==> src/rtl/vga_sync_decoder_if.sv <==
// Interface for the VGA sync decoder: the horizontal counter drives
// cntHorizontal/vflag in, and the decoded timing comes back out.
interface vga_sync_decoder_if;
  logic [10:0] cntHorizontal;
  logic        vflag;
  logic        hsync;
  logic        vsync;
  logic        video_on;
  logic [9:0]  pixel_x;
  logic [9:0]  pixel_y;
  logic        pixel_tick;
  logic        frame_start;

  // Producer side: horizontal counter plus whoever consumes the timing.
  modport master (
    output cntHorizontal, vflag,
    input  hsync, vsync, video_on, pixel_x, pixel_y, pixel_tick, frame_start
  );

  // Decoder side.
  modport slave (
    input  cntHorizontal, vflag,
    output hsync, vsync, video_on, pixel_x, pixel_y, pixel_tick, frame_start
  );
endinterface

==> src/rtl/vga_sync_decoder.sv <==
// VGA 640x480@60 sync decoder: keeps the vertical line counter from the
// end-of-line flag and decodes registered sync, blanking and coordinates
// from the free-running horizontal clock count.
module vga_sync_decoder #(
  parameter int unsigned H_VISIBLE   = 640,
  parameter int unsigned H_FP        = 16,
  parameter int unsigned H_SYNC      = 96,
  parameter int unsigned H_BP        = 48,
  parameter int unsigned V_VISIBLE   = 480,
  parameter int unsigned V_FP        = 10,
  parameter int unsigned V_SYNC      = 2,
  parameter int unsigned V_BP        = 33,
  parameter int unsigned CLK_PER_PIX = 2,
  parameter logic        SYNC_POL    = 1'b0
) (
  input logic                Clk,
  input logic                Reset,
  vga_sync_decoder_if.slave  bus
);

  // Horizontal window edges in clock units (end values are exclusive).
  localparam logic [10:0] HC_VIS_END    = 11'(H_VISIBLE * CLK_PER_PIX);
  localparam logic [10:0] HC_SYNC_START = 11'((H_VISIBLE + H_FP) * CLK_PER_PIX);
  localparam logic [10:0] HC_SYNC_END   = 11'((H_VISIBLE + H_FP + H_SYNC) * CLK_PER_PIX);
  localparam logic [10:0] HC_TOTAL      = 11'((H_VISIBLE + H_FP + H_SYNC + H_BP) * CLK_PER_PIX);
  localparam logic [10:0] CPP           = 11'(CLK_PER_PIX);

  // Last line number of each vertical region.
  localparam logic [9:0]  V_ACT_LAST    = 10'(V_VISIBLE - 1);
  localparam logic [9:0]  V_FP_LAST     = 10'(V_VISIBLE + V_FP - 1);
  localparam logic [9:0]  V_SYNC_LAST   = 10'(V_VISIBLE + V_FP + V_SYNC - 1);
  localparam logic [9:0]  V_LAST        = 10'(V_VISIBLE + V_FP + V_SYNC + V_BP - 1);
  localparam logic [9:0]  V_VIS_END     = 10'(V_VISIBLE);

  typedef enum logic [1:0] {
    ST_ACTIVE = 2'd0,
    ST_FRONT  = 2'd1,
    ST_SYNC   = 2'd2,
    ST_BACK   = 2'd3
  } vstate_e;

  vstate_e     vstate_q, vstate_d;
  logic [9:0]  vcount_q, vcount_d;
  logic [9:0]  vcount_inc;
  logic [9:0]  vline;
  logic [10:0] hc;
  logic        hc_in_range;
  logic        hc_visible;
  logic        hc_in_sync;

  logic        hsync_q, hsync_d;
  logic        vsync_q, vsync_d;
  logic        video_on_q, video_on_d;
  logic [9:0]  pixel_x_q, pixel_x_d;
  logic [9:0]  pixel_y_q, pixel_y_d;
  logic        pixel_tick_q, pixel_tick_d;
  logic        frame_start_q, frame_start_d;

  assign hc = bus.cntHorizontal;

  // Vertical counter and region tracking; both move only on the end-of-line flag.
  always_comb begin
    vcount_inc = (vcount_q == V_LAST) ? 10'd0 : vcount_q + 10'd1;
    vcount_d   = vcount_q;
    vline      = vcount_q;
    vstate_d   = vstate_q;
    if (bus.vflag) begin
      vcount_d = vcount_inc;
      vline    = vcount_inc;
      case (vstate_q)
        ST_ACTIVE: begin
          if (vcount_q == V_ACT_LAST) vstate_d = ST_FRONT;
          else                        vstate_d = ST_ACTIVE;
        end
        ST_FRONT: begin
          if (vcount_q == V_FP_LAST)  vstate_d = ST_SYNC;
          else                        vstate_d = ST_FRONT;
        end
        ST_SYNC: begin
          if (vcount_q == V_SYNC_LAST) vstate_d = ST_BACK;
          else                         vstate_d = ST_SYNC;
        end
        ST_BACK: begin
          if (vcount_q == V_LAST)     vstate_d = ST_ACTIVE;
          else                        vstate_d = ST_BACK;
        end
        default: vstate_d = ST_ACTIVE;
      endcase
    end else begin
      vstate_d = vstate_q;
    end
  end

  // Output decode from the current horizontal count and the effective line.
  always_comb begin
    hc_in_range   = (hc < HC_TOTAL);
    hc_visible    = hc_in_range && (hc < HC_VIS_END);
    hc_in_sync    = hc_in_range && (hc >= HC_SYNC_START) && (hc < HC_SYNC_END);
    video_on_d    = hc_visible && (vline < V_VIS_END);
    hsync_d       = hc_in_sync ? SYNC_POL : ~SYNC_POL;
    vsync_d       = (vstate_d == ST_SYNC) ? SYNC_POL : ~SYNC_POL;
    frame_start_d = bus.vflag && (vcount_q == V_LAST);
    if (video_on_d) begin
      pixel_x_d    = 10'(hc / CPP);
      pixel_y_d    = vline;
      pixel_tick_d = ((hc % CPP) == 11'd0);
    end else begin
      pixel_x_d    = 10'd0;
      pixel_y_d    = 10'd0;
      pixel_tick_d = 1'b0;
    end
  end

  // State and output registers; reset wins over a coincident end-of-line flag.
  always_ff @(posedge Clk) begin
    if (Reset) begin
      vstate_q      <= ST_ACTIVE;
      vcount_q      <= 10'd0;
      hsync_q       <= ~SYNC_POL;
      vsync_q       <= ~SYNC_POL;
      video_on_q    <= 1'b0;
      pixel_x_q     <= 10'd0;
      pixel_y_q     <= 10'd0;
      pixel_tick_q  <= 1'b0;
      frame_start_q <= 1'b0;
    end else begin
      vstate_q      <= vstate_d;
      vcount_q      <= vcount_d;
      hsync_q       <= hsync_d;
      vsync_q       <= vsync_d;
      video_on_q    <= video_on_d;
      pixel_x_q     <= pixel_x_d;
      pixel_y_q     <= pixel_y_d;
      pixel_tick_q  <= pixel_tick_d;
      frame_start_q <= frame_start_d;
    end
  end

  assign bus.hsync       = hsync_q;
  assign bus.vsync       = vsync_q;
  assign bus.video_on    = video_on_q;
  assign bus.pixel_x     = pixel_x_q;
  assign bus.pixel_y     = pixel_y_q;
  assign bus.pixel_tick  = pixel_tick_q;
  assign bus.frame_start = frame_start_q;

endmodule

==> src/flat_wrapper.sv <==
// flat-port wrapper written by rule: the top's interface ports become plain ports
module vga_sync_decoder_flat 
#(
  parameter int unsigned H_VISIBLE   = 640,
  parameter int unsigned H_FP        = 16,
  parameter int unsigned H_SYNC      = 96,
  parameter int unsigned H_BP        = 48,
  parameter int unsigned V_VISIBLE   = 480,
  parameter int unsigned V_FP        = 10,
  parameter int unsigned V_SYNC      = 2,
  parameter int unsigned V_BP        = 33,
  parameter int unsigned CLK_PER_PIX = 2,
  parameter logic        SYNC_POL    = 1'b0
)
  (Clk, Reset, bus_cntHorizontal, bus_vflag, bus_hsync, bus_vsync, bus_video_on, bus_pixel_x, bus_pixel_y, bus_pixel_tick, bus_frame_start);
  vga_sync_decoder_if bus_i ();
  input logic Clk;
  input logic Reset;
  input wire logic [$bits(bus_i.cntHorizontal)-1:0] bus_cntHorizontal;
  input wire logic [$bits(bus_i.vflag)-1:0] bus_vflag;
  output wire logic [$bits(bus_i.hsync)-1:0] bus_hsync;
  output wire logic [$bits(bus_i.vsync)-1:0] bus_vsync;
  output wire logic [$bits(bus_i.video_on)-1:0] bus_video_on;
  output wire logic [$bits(bus_i.pixel_x)-1:0] bus_pixel_x;
  output wire logic [$bits(bus_i.pixel_y)-1:0] bus_pixel_y;
  output wire logic [$bits(bus_i.pixel_tick)-1:0] bus_pixel_tick;
  output wire logic [$bits(bus_i.frame_start)-1:0] bus_frame_start;
  assign bus_i.cntHorizontal = bus_cntHorizontal;
  assign bus_i.vflag = bus_vflag;
  assign bus_hsync = bus_i.hsync;
  assign bus_vsync = bus_i.vsync;
  assign bus_video_on = bus_i.video_on;
  assign bus_pixel_x = bus_i.pixel_x;
  assign bus_pixel_y = bus_i.pixel_y;
  assign bus_pixel_tick = bus_i.pixel_tick;
  assign bus_frame_start = bus_i.frame_start;
  vga_sync_decoder #(.H_VISIBLE(H_VISIBLE), .H_FP(H_FP), .H_SYNC(H_SYNC), .H_BP(H_BP), .V_VISIBLE(V_VISIBLE), .V_FP(V_FP), .V_SYNC(V_SYNC), .V_BP(V_BP), .CLK_PER_PIX(CLK_PER_PIX), .SYNC_POL(SYNC_POL)) u_core (.Clk(Clk), .Reset(Reset), .bus(bus_i));
endmodule
==> config.mk <==
export PLATFORM = sky130hd
export DESIGN_NAME = vga_sync_decoder_flat
export DESIGN_NICKNAME = d
export VERILOG_FILES = /design/src/rtl/vga_sync_decoder_if.sv /design/src/rtl/vga_sync_decoder.sv /design/src/flat_wrapper.sv
export SDC_FILE = /design/constraint.sdc
export NUM_CORES = 1
export LEC_CHECK = 0
export ABC_AREA = 1
export BUFFER_PORTS_ARGS = -buffer_cell sky130_fd_sc_hd__buf_2
export CORE_MARGIN = 4
export CORE_UTILIZATION = 51
export DETAILED_ROUTE_END_ITERATION = 6
export GPL_ROUTABILITY_DRIVEN = 0
export PLACE_DENSITY = 0.87
export RECOVER_POWER = 100
export SLEW_MARGIN = 20
export SYNTH_ARGS = -nofsm -noshare
export SYNTH_HDL_FRONTEND = slang
export SYNTH_SLANG_ARGS = --single-unit
==> constraint.sdc <==
create_clock -name Clk -period 2.05 [get_ports Clk]
set_input_delay 0.41 -clock Clk [delete_from_list [all_inputs] [get_ports Clk]]
set_output_delay 0.41 -clock Clk [all_outputs]
set_load 0.01 [all_outputs]
==> flow_summary.ini <==
[global_route]
grt_pass1_wl_mm = 4.74
grt_usage_pct = 17.3
antenna_found_initial = 0
grt_max_degree = 22
first_global_vias = 1166
grt-ovfl-total = 0

[sta]
rsz0062_at_grt = no
final_max_slew_viol_count = 0
fmax_ghz = 0.578
fin_crit_ns = 1.73
tns_ns = 0
relSlewSlack_pct = 57.5
whs_ns = 0.216
setup_viol = 0
worst_slew_pin_slew_ns = 0.638
skew_ns = 0.00391
finalHoldViolations = 0
fin_crit_sh_pct = 84.4

[floorplanning]
die_area_um2 = 3760
start_util_pct = 53.1
fp.dieW_um = 61.3
coreArea_um2 = 2730
rows = 19
die_h_um = 61.3
design.portCount = 39

[cts]
cts-buffers-inserted = 5
clock-sinks = 37
root_buffer = clkbuf_4
h-tree-depth = 2
ctsResizeCount = 0
hold_buffers = 0
post_cts_buffers = 0
clk_pin_slew_ns = 0.10
tritoncts = done
cts.path.max_buffers = 2
insertion_delay_ns = 0.33

[detailed_routing]
antenna_left = 0
wirelength_mm = 2.74
avgRoutedWirePerCell_um = 10.4
vias = 1285
avgViaCountPerCell = 4.89
drc = 0
drt_first_pass_iters = 4
drt_iter0_drc = 58

[setup_path]
crit_path_start_kind = flop
cp.arrival_ns = 2.00
worstSetupPathType = flop to flop
r2r_setup_slack_ns = 0.32
crit_path_end_kind = flop
r2r_cells = 10
required_ns = 2.32
cp_max_fo = 21

[yosys]
synth_top_cell_by_area = dfxtp_1
syn-num-nets = 207
synth_area_leaders = dfxtp_1 (51%), nor2_1 (12%), nand2_1 (8.3%), inv_1 (7.0%), nand3_1 (4.5%)
ys_types = 20
ys_seq_area_share_pct = 51.0
yosys_warnings = 0
netlist_area_um2 = 1450
yosys_register_bits = 37
syn_area_per_cell_um2 = 7.64
yosysTopAreaCellShare_pct = 51.0
syn_inst = 190

[finish]
multi_input_area_um2 = 569
layout-drive-gt1-share_pct = 10.8
num-nets-final = 248
fillers = 241
regArea_um2 = 741
final_cell_count_no_fill = 263
area.growth.synth_to_final_pct = 14.3
diodes = 0

[status]
status = completed

[worst_hold_path]
hold_class = input pin to flop
holdPathStages = 2

[flow_run]
max_cap_viol_count = 0

[placed_design]
port_buffers = 38
placed_cells = 255
hpwlAfterDp_mm = 2.14

[power_and_ir_drop]
power_density_nw_per_um2 = 717
power.leakage_uw = 0.000741
ir_drop_v = 0.000670
logic make-up after synthesis:
logic type / Yosys count / synth area share, %
DFF: 37 / 51.0
adders and majority gates: 3 / 2.59
buffers and inverters: 31 / 9.57
and+or+nand+nor: 106 / 31.5
AOI/OAI and AO/OA: 9 / 3.28
xor gates and xnor gates: 3 / 1.81
other: 1 / 0.258
report_power, final:
| part | internal (uW) | switching, uW |
|---|---|---|
| registers | 740 | 10.1 |
| clock network | 131 | 223 |
| logic | 31.1 | 55.9 |
layout make-up:
type | instances | area share [%]
clock buffer | 6 | 2.49
clock inverter | 2 | 0.603
inverter | 27 | 6.11
multi-input combinational | 122 | 34.3
sequential | 37 | 44.6
tap | 31 | 2.34
timing repair buffer | 38 | 9.50
synth_stat cells:
cell / number
nor4_1: 1
nor2_1: 45
ha_1: 3
clkbuf_1: 1
a31oi_1: 2
nand3_2: 1
conb_1: 1
nand2_2: 2
o21ai_0: 4
nor3_1: 1
nor2_2: 4
or2_2: 1
nand2_1: 32
buf_6: 3
inv_1: 27
a21oi_1: 3
xor2_1: 3
nand3_1: 13
dfxtp_1: 37
nand4_1: 6
final timing paths:
path / startpoint / to
worst max register to register: u_core.vcount_q[0] / u_core.bus.pixel_y[5]
worst max-delay path: u_core.vcount_q[0] / u_core.bus.pixel_y[5]
worst min register to register: u_core.vstate_q[1] / u_core.vstate_q[1]
worst min-delay path: bus_cntHorizontal[0] / u_core.bus.pixel_tick
placed cells by master (no fill, tap or decap), drive strengths merged:
master	instances
conb	1
nand4	6
clkbuf	32
nand2	34
o21ai	4
ha	3
nor2	49
clkinv	2
nor4	1
buf	12
or2	1
a31oi	2
a21oi	3
nor3	1
dfxtp	37
xor2	3
nand3	14
inv	27
routing by layer:
metal  up-vias  global-route usage [%]  part of all wire (%)
met1       563                    19.5                    41
met2        45                    27.2                    48
met3         8                    7.76                   8.9
met4         0                    9.70                   2.0
li1        669                       -                     -
met5         -                       0                     0
worst max-delay path: stages (launching register included):
cell and delay, ns:
dfxtp_1 0.37, inv_1 0.11, ha_1 0.15, nand3_1 0.07, nor2_1 0.14, nand3_1 0.20
nand3_1 0.19, nand2_1 0.06, inv_1 0.09, nand2_4 0.14, nor2_1 0.14
state kept, by name, summed over array words and instances, names as in the netlist, 2 cells and up:
name                count
u_core.bus.pixel_x     10
u_core.vstate_q         2
u_core.vcount_q        10
u_core.bus.pixel_y     10
metrics by stage:
| stage | power [uW] | instance area (um^2) | worst slack (ns) | util, % |
|---|---|---|---|---|
| 5_1_grt | 1260 | 1660 | 0.0663 | 60.7 |
| 6_report | 1190 | 1660 | 0.321 | 60.7 |
| 3_5_place_dp | 858 | 1640 | 0.204 | 60.1 |
| 2_1_floorplan | 825 | 1450 | 0.571 | - |
| 4_1_cts | 1210 | 1690 | 0.198 | 62.0 |
| 3_3_place_gp | 855 | 1640 | 0.247 | 60.1 |
Power figures use the tool's default switching activity.
